## config.mk

```make
export PLATFORM = sky130hd
export DESIGN_NAME = wb_regfile
export DESIGN_NICKNAME = d
export VERILOG_FILES = /design/src/rtl/mips_defs_pkg.sv /design/src/rtl/hilo_reg.sv /design/src/rtl/wb_regfile.sv
export SDC_FILE = /design/constraint.sdc
export NUM_CORES = 2
export LEC_CHECK = 0
export BUFFER_PORTS_ARGS = -buffer_cell sky130_fd_sc_hd__buf_2
export CAP_MARGIN = 20
export CORE_MARGIN = 1
export CORE_UTILIZATION = 55
export CTS_BUF_LIST = sky130_fd_sc_hd__clkbuf_16
export DETAILED_ROUTE_END_ITERATION = 8
export PLACE_DENSITY = 0.73
export SETUP_SLACK_MARGIN = 0.3
export SYNTH_ARGS = -nofsm -noshare
export SYNTH_HDL_FRONTEND = slang
export SYNTH_SLANG_ARGS = --single-unit
```

## constraint.sdc

```tcl
create_clock -name clk -period 3.55 [get_ports clk]
set_input_delay 0.5325 -clock clk [delete_from_list [all_inputs] [get_ports clk]]
set_output_delay 0.5325 -clock clk [all_outputs]
set_load 0.02 [all_outputs]
```

## src/rtl/mips_defs_pkg.sv

```systemverilog
// Shared MIPS datapath definitions: word/address widths, zero constants and a commit helper.
package mips_defs_pkg;

    localparam int unsigned WORD_W     = 32;
    localparam int unsigned REG_ADDR_W = 5;
    localparam int unsigned NREG       = 2 ** REG_ADDR_W;

    typedef logic [WORD_W-1:0]     word_t;
    typedef logic [REG_ADDR_W-1:0] reg_addr_t;

    localparam word_t     ZERO_WORD = 32'd0;
    localparam reg_addr_t REG_ZERO  = 5'd0;

    // A GPR write retires only when enabled and not aimed at the hard-wired zero register
    function automatic logic gpr_commit(input logic en, input reg_addr_t addr);
        return en && (addr != REG_ZERO);
    endfunction

endpackage

```

## src/rtl/hilo_reg.sv

```systemverilog
// HI/LO storage: both halves written together, optional same-cycle bypass (RF_BYPASS_EN).
module hilo_reg
    import mips_defs_pkg::*;
#(
    parameter int unsigned DATA_W = WORD_W
) (
    input  logic              clk,
    input  logic              reset_n,
    input  logic              hilo_en,
    input  logic [DATA_W-1:0] hi_in,
    input  logic [DATA_W-1:0] lo_in,
    output logic [DATA_W-1:0] hi_o,
    output logic [DATA_W-1:0] lo_o
);

    logic [DATA_W-1:0] hi_q, hi_d;
    logic [DATA_W-1:0] lo_q, lo_d;

    // Next-state: load both halves on a HI/LO write
    always_comb begin
        hi_d = hi_q;
        lo_d = lo_q;
        if (hilo_en) begin
            hi_d = hi_in;
            lo_d = lo_in;
        end
    end

    // HI/LO registers with synchronous active-low clear
    always_ff @(posedge clk) begin
        if (!reset_n) begin
            hi_q <= '0;
            lo_q <= '0;
        end else begin
            hi_q <= hi_d;
            lo_q <= lo_d;
        end
    end

    // Read side: zero during reset, otherwise stored value or the in-flight write
    always_comb begin
        hi_o = hi_q;
        lo_o = lo_q;
`ifdef RF_BYPASS_EN
        if (hilo_en) begin
            hi_o = hi_in;
            lo_o = lo_in;
        end
`endif
        if (!reset_n) begin
            hi_o = '0;
            lo_o = '0;
        end
    end

endmodule

```

## src/rtl/wb_regfile.sv

```systemverilog
// Write-back register file: GPR array, two decode read ports, HI/LO and a retired-write counter.
// Define RF_BYPASS_EN to forward same-cycle writes to the read ports and HI/LO outputs.
module wb_regfile
    import mips_defs_pkg::*;
#(
    parameter int unsigned DATA_W = WORD_W,
    parameter int unsigned ADDR_W = REG_ADDR_W
) (
    input  logic              clk,
    input  logic              reset_n,
    input  logic              wb_en,
    input  logic [ADDR_W-1:0] wb_addr,
    input  logic [DATA_W-1:0] wb_data,
    input  logic              wb_hilo_en,
    input  logic [DATA_W-1:0] wb_hi,
    input  logic [DATA_W-1:0] wb_lo,
    input  logic              rd1_en,
    input  logic [ADDR_W-1:0] rd1_addr,
    output logic [DATA_W-1:0] rd1_data,
    input  logic              rd2_en,
    input  logic [ADDR_W-1:0] rd2_addr,
    output logic [DATA_W-1:0] rd2_data,
    output logic [DATA_W-1:0] hi_o,
    output logic [DATA_W-1:0] lo_o,
    output logic [31:0]       wr_count
);

    localparam int unsigned NUM_REGS = 2 ** ADDR_W;

    logic [DATA_W-1:0] gpr_q [NUM_REGS];
    logic [DATA_W-1:0] gpr_d [NUM_REGS];
    logic [31:0]       wr_count_q, wr_count_d;
    logic              commit;

    assign commit = wb_en && (wb_addr != '0);

    // Next-state: apply the committed GPR write and bump the retire counter
    always_comb begin
        gpr_d      = gpr_q;
        wr_count_d = wr_count_q;
        if (commit) begin
            gpr_d[wb_addr] = wb_data;
            wr_count_d     = wr_count_q + 32'd1;
        end
        gpr_d[0] = '0;
    end

    // GPR array and counter registers; reset overrides any write in the same cycle
    always_ff @(posedge clk) begin
        if (!reset_n) begin
            gpr_q      <= '{default: '0};
            wr_count_q <= 32'd0;
        end else begin
            gpr_q      <= gpr_d;
            wr_count_q <= wr_count_d;
        end
    end

    // One read port: zero when disabled, addressing r0 or in reset; optionally forwards wb_data
    function automatic logic [DATA_W-1:0] read_port(input logic en, input logic [ADDR_W-1:0] addr);
        logic [DATA_W-1:0] val;
        val = gpr_q[addr];
`ifdef RF_BYPASS_EN
        if (commit && (addr == wb_addr)) begin
            val = wb_data;
        end
`endif
        if (!reset_n || !en || (addr == '0)) begin
            val = '0;
        end
        return val;
    endfunction

    // Combinational decode-stage read ports
    always_comb begin
        rd1_data = read_port(rd1_en, rd1_addr);
        rd2_data = read_port(rd2_en, rd2_addr);
    end

    assign wr_count = wr_count_q;

    hilo_reg #(
        .DATA_W (DATA_W)
    ) u_hilo (
        .clk     (clk),
        .reset_n (reset_n),
        .hilo_en (wb_hilo_en),
        .hi_in   (wb_hi),
        .lo_in   (wb_lo),
        .hi_o    (hi_o),
        .lo_o    (lo_o)
    );

endmodule

```

# Word level (Yosys, flattened, before mapping)
# Cells that the tools add are included.
[word_totals]
register_bits = 1120
out_inout_bits = 160
[op_classes]
n_addsub = 1
bitwise = 3
reduce_logical = 12
n_mux = 13
magnitude_cmp = 4
[ops]
columns = ["cell", "count"]
rows = [
  ["bitwise mux 1024 bit", 1],
  ["binary-select mux 32 bit (select 5 bit)", 2],
  ["2-to-1 mux 32 bit", 9],
  ["demux 32 bit (select 5 bit)", 1],
  ["adder 32 x 1 -> 32 bit, second input constant", 1],
  [">= comparator 6 bit, second input constant", 3],
  ["inverter 5 -> 6 bit", 3],
  ["logical NOT 5 bit", 2],
  ["< comparator 6 x 1 -> 1 bit, second input constant", 1],
  ["nonzero test 5 bit", 1],
  ["logical OR 1 bit", 4],
  ["logical NOT 1 bit", 3],
  ["logical AND 1 bit", 2],
]

# Longest topological paths before layout
[logic_depth]
depth_word = 6
mapped_depth = 9
mapped_depth_nobuf = 6

# Modules after synthesis
# From an unflattened synthesis, not the netlist that was laid out.
[hier_totals]
cells_unflattened = 6125
area_unflattened_um2 = 54614.9
[by_module_without_submodules]
columns = ["mod", "cells_per_inst", "area_per_inst_um2", "n_inst"]
rows = [
  ["wb_regfile", 5848, 51735.9, 1],
  ["hilo_reg", 277, 2879.0, 1],
]

# Worst setup path before layout
# Ideal clock, no wire load.
[synth_path]
path_type = "input -> output"
start = "in rd1_addr[0]"
end = "out rd1_data[10]"
path_stages = 6
arrival_time_ns = 2.258
slack_ns = 0.759
path_cell_list = "clkbuf_1 -> buf_2 -> buf_2 -> mux4_2 -> a221oi_1 -> nand3_1"
[synth_between]
elab_chain_cells = 5
[synth_lines]
columns = ["item", "line", "source"]
rows = [
  ["start: declaration", "wb_regfile.sv:18", "input logic [ADDR_W-1:0] rd1_addr,"],
  ["inverter 5 -> 6 bit (implied by the code)", "wb_regfile.sv:62", "val = gpr_q[addr];"],
  ["binary-select mux 32 bit (select 5 bit)", "wb_regfile.sv:62", ""],
  ["2-to-1 mux 32 bit (implied by the code) (2 in a row)", "wb_regfile.sv:62", ""],
  ["2-to-1 mux 32 bit (*)", "wb_regfile.sv:68", "if (!reset_n || !en || (addr == '0)) begin"],
  ["end: declaration", "wb_regfile.sv:19", "output logic [DATA_W-1:0] rd1_data,"],
]
# Every way passes the cells marked *; elsewhere a longest branch is shown, timed or not. The select of a mux whose other input is x is not followed.

# Final worst setup path
[layout_path]
start = "in rd1_addr[4]"
end = "out rd1_data[20]"
# The elaborated chain is that of the path after synthesis.

==> metrics.yaml <==
clock_tree:
  cts_tree: "built"
  cts_buffer_depth: 3
  htreeDepth: 3
  numCtsBuffers: 114
  root_buffer: "clkbuf_16"
  clock-sinks: 1088
  cts.clk_slew.worst_paths_ns: 0.06
  clkLatencyLatePin_ns: 0.72
sta:
  fin_crit_sh: 0.926
  final_hold_viol_count: 0
  worstMarginPinSlew_ns: 1.34
  min_period_ns: 3.29
  slew_headroom: 0.108
  finalSetupViolations: 0
  drv_slew: 0
  fmax_ghz: 0.304
  rsz0062_at_grt: "yes"
  skew_ns: 0.00812
  whs_ns: 0.0486
die:
  coreArea_um2: 98300
  start_util: 0.555
  io-pin-count: 277
  num_rows: 115
  die_w_um: 317
  die-area_um2: 100000
  die_y_um: 317
yosys:
  synth_simple_gate_area_frac: 0.199
  syn_area_um2: 54500
  synth_mux_area_frac: 0.200
  ys_types: 45
  avgSynthCellArea_um2: 8.22
  synth-adder-area-share: 0.000230
  syn_inst: 6630
  synth-edff-count: 0
  syn_nets: 6748
  yosysSeqAreaShare: 0.400
  synth_xor_area_frac: 0.00450
  yosysTopAreaCellShare: 0.400
  synthTopCellsByArea: "dfxtp_1 (40%), nand2_1 (14%), mux2i_1 (10%)"
  synthArstFlopShare: 0
  yosysTopAreaCell: "dfxtp_1"
  synth_top_family_by_area: "multiplexers"
  ys_seq_elements: 1088
  yosysWarnings: 0
  ys.flop_type: "dfxtp_1"
  synth_compound_area_frac: 0.147
setup_path:
  reg2reg_setup_slack_ns: 1.47
  startpoint_type: "input port"
  cp.required_ns: 3.02
  end_kind: "primary output"
  crit_arrival_ns: 2.76
  critPathKind: "input port to primary output"
  cp_max_fo: 17
pwr:
  p_per_area_nw_per_um2: 428
  power_mw: 26.5
  p_seq_frac: 0.469
  pwr-share-comb: 0.094
  clkPwrFrac: 0.437
  power.leakage_nw: 22.5
  p_switching_mw: 7.02
  netSwitchingFraction: 0.265
  ir_drop_uv: 380
  p_int_mw: 19.5
global_routing:
  grt_first_pass_wirelength_mm: 292
  grt_max_degree: 246
  grt-ovfl-total: 0
  first_global_vias: 48700
  antenna_found_initial: 15
  track_usage: 0.378
min_path:
  hold_class: "input port to register"
status:
  outcome: "finished clean"
drt:
  drt-initial-drc-count: 7465
  ant_nets: 0
  dr_total_vias: 51900
  dr.pass1.iters: 6
  via_per_inst: 6.47
  wl_per_cell_um: 24.4
  drcViolationCount: 0
  drt_wl_total_mm: 196
final_layout:
  drive_above_1_share: 0.162
  area_growth_pct: 13.5
  n_fill_cell: 8216
  fin_nets: 6754
placement:
  hpwl_mm: 121
  buffer_ports.inserted: 276
  place_congestion: 0.937
run:
  max_cap_violations: 0
==> critical path: stages <==
cell and delay [ns]:
buf_2 0.17, nand3b_1 0.25, or3_1 0.43, buf_12 0.17, buf_4 0.22, nor3_1 0.32
a221oi_1 0.09, buf_4 0.18, nand3_1 0.15, buf_2 0.21
==> registers in the layout, summed over array words and instances (netlist names) <==
name,flops
gpr_q,992
u_hilo.hi_q,32
u_hilo.lo_q,32
wr_count,32
==> path summary, 6_finish.rpt <==
check | endpoint | from | depth (start not counted)
setup / recovery | rd1_data[20] | rd1_addr[4] | 10
hold reg to reg | gpr_q[39] | gpr_q[39] | 2
setup reg to reg | wr_count[31] | wr_count[2] | 5
hold / removal | u_hilo.lo_q[19] | wb_lo[19] | 3
==> metrics by stage <==
| step | instance area [µm²] | setup TNS [ns] | utilization | setup slack, ns | cells |
|---|---|---|---|---|---|
| 6_report | 61900 | 0 | 0.630 | 0.262 | 8026 |
| 5_1_grt | 61900 | 0 | 0.630 | 0.257 | 8022 |
| 4_1_cts | 61500 | 0 | 0.626 | 0.222 | 8013 |
| 3_5_place_dp | 57700 | -0.0662 | 0.587 | -0.0456 | 7798 |
| 3_3_place_gp | 57700 | -0.117 | 0.587 | -0.0945 | 7798 |
| 2_1_floorplan | 54500 | 0 | - | 0.759 | 6630 |
==> power groups by stage <==
stage	Sequential (mW)	Combinational [mW]	Clock, mW
5_1_grt	12.4	2.57	12.1
4_1_cts	12.4	2.37	11.6
6_report	12.4	2.48	11.6
3_5_place_dp	12.7	2.35	0
3_3_place_gp	12.7	2.32	0
2_1_floorplan	12.7	1.53	0
==> synthesized netlist by cell type (2+ instances only) <==
cell type,instances
a21oi_1,998
a221oi_1,127
a22oi_1,244
and2_1,73
and3_1,9
and3b_1,3
and4_1,4
buf_1,28
buf_2,169
buf_4,3
buf_6,2
clkbuf_1,454
dfxtp_1,1088
inv_1,3
mux2_2,66
mux2i_1,561
mux4_2,201
nand2_1,2035
nand3_1,203
nand3b_1,2
nand4_1,17
nand4b_1,2
nor2_1,140
nor2b_1,71
nor3_1,68
nor3b_1,4
nor4_4,2
o21ai_0,3
or2_2,4
or3_1,4
or3b_2,2
xnor2_1,2
xor2_1,26
==> cell families after synthesis <==
| family | count (synthesis) |
|---|---|
| compound gates | 1377 |
| xor+xnor | 28 |
| fa+ha+maj | 1 |
| buf+inv | 660 |
| flops | 1088 |
| mux | 828 |
| simple gates | 2648 |
==> placed cells by master, fill, tap and decap left out, types with 61 or more instances in the layout <==
| cell type | Yosys | final |
|---|---|---|
| buf_4 | 3 | 208 |
| nand3_1 | 203 | 190 |
| clkbuf_16 | 0 | 116 |
| nor2b_1 | 71 | 61 |
| a22oi_1 | 244 | 244 |
| mux4_2 | 201 | 201 |
| mux2i_1 | 561 | 561 |
| a221oi_1 | 127 | 101 |
| and2_1 | 73 | 73 |
| buf_2 | 169 | 265 |
| mux2_2 | 66 | 66 |
| nor2_1 | 140 | 102 |
| dfxtp_1 | 1088 | 1088 |
| a21oi_1 | 998 | 998 |
| nand2_1 | 2035 | 2035 |
==> what timing repair did <==
action / CTS / global route
pin swaps: 0 / 4
buffers inserted: 2 / 6
hold buffers: 0 / 0
gates cloned: 0 / 1
resized for setup: 34 / 50
endpoints found under the setup margin: 37 / 42
==> layout make-up <==
type / count / area, µm² / share of cell area
antenna: 6 / 15.0 / 0.000243
clock buffer: 114 / 2850 / 0.0461
clock inverter: 99 / 712 / 0.0115
inverter: 4 / 22.5 / 0.000364
multi-input combinational: 4882 / 30600 / 0.494
sequential: 1088 / 21800 / 0.352
tap: 1287 / 1610 / 0.0260
timing repair buffer: 546 / 4290 / 0.0693
==> per-layer routing <==
metal,vias to the layer above,wire length (µm),track usage
li1,23000,-,-
met1,24700,73500,0.495
met2,3420,85500,0.570
met3,753,26500,0.103
met4,18,10600,0.201
met5,-,118,0
(Power assumes the default switching activity.)
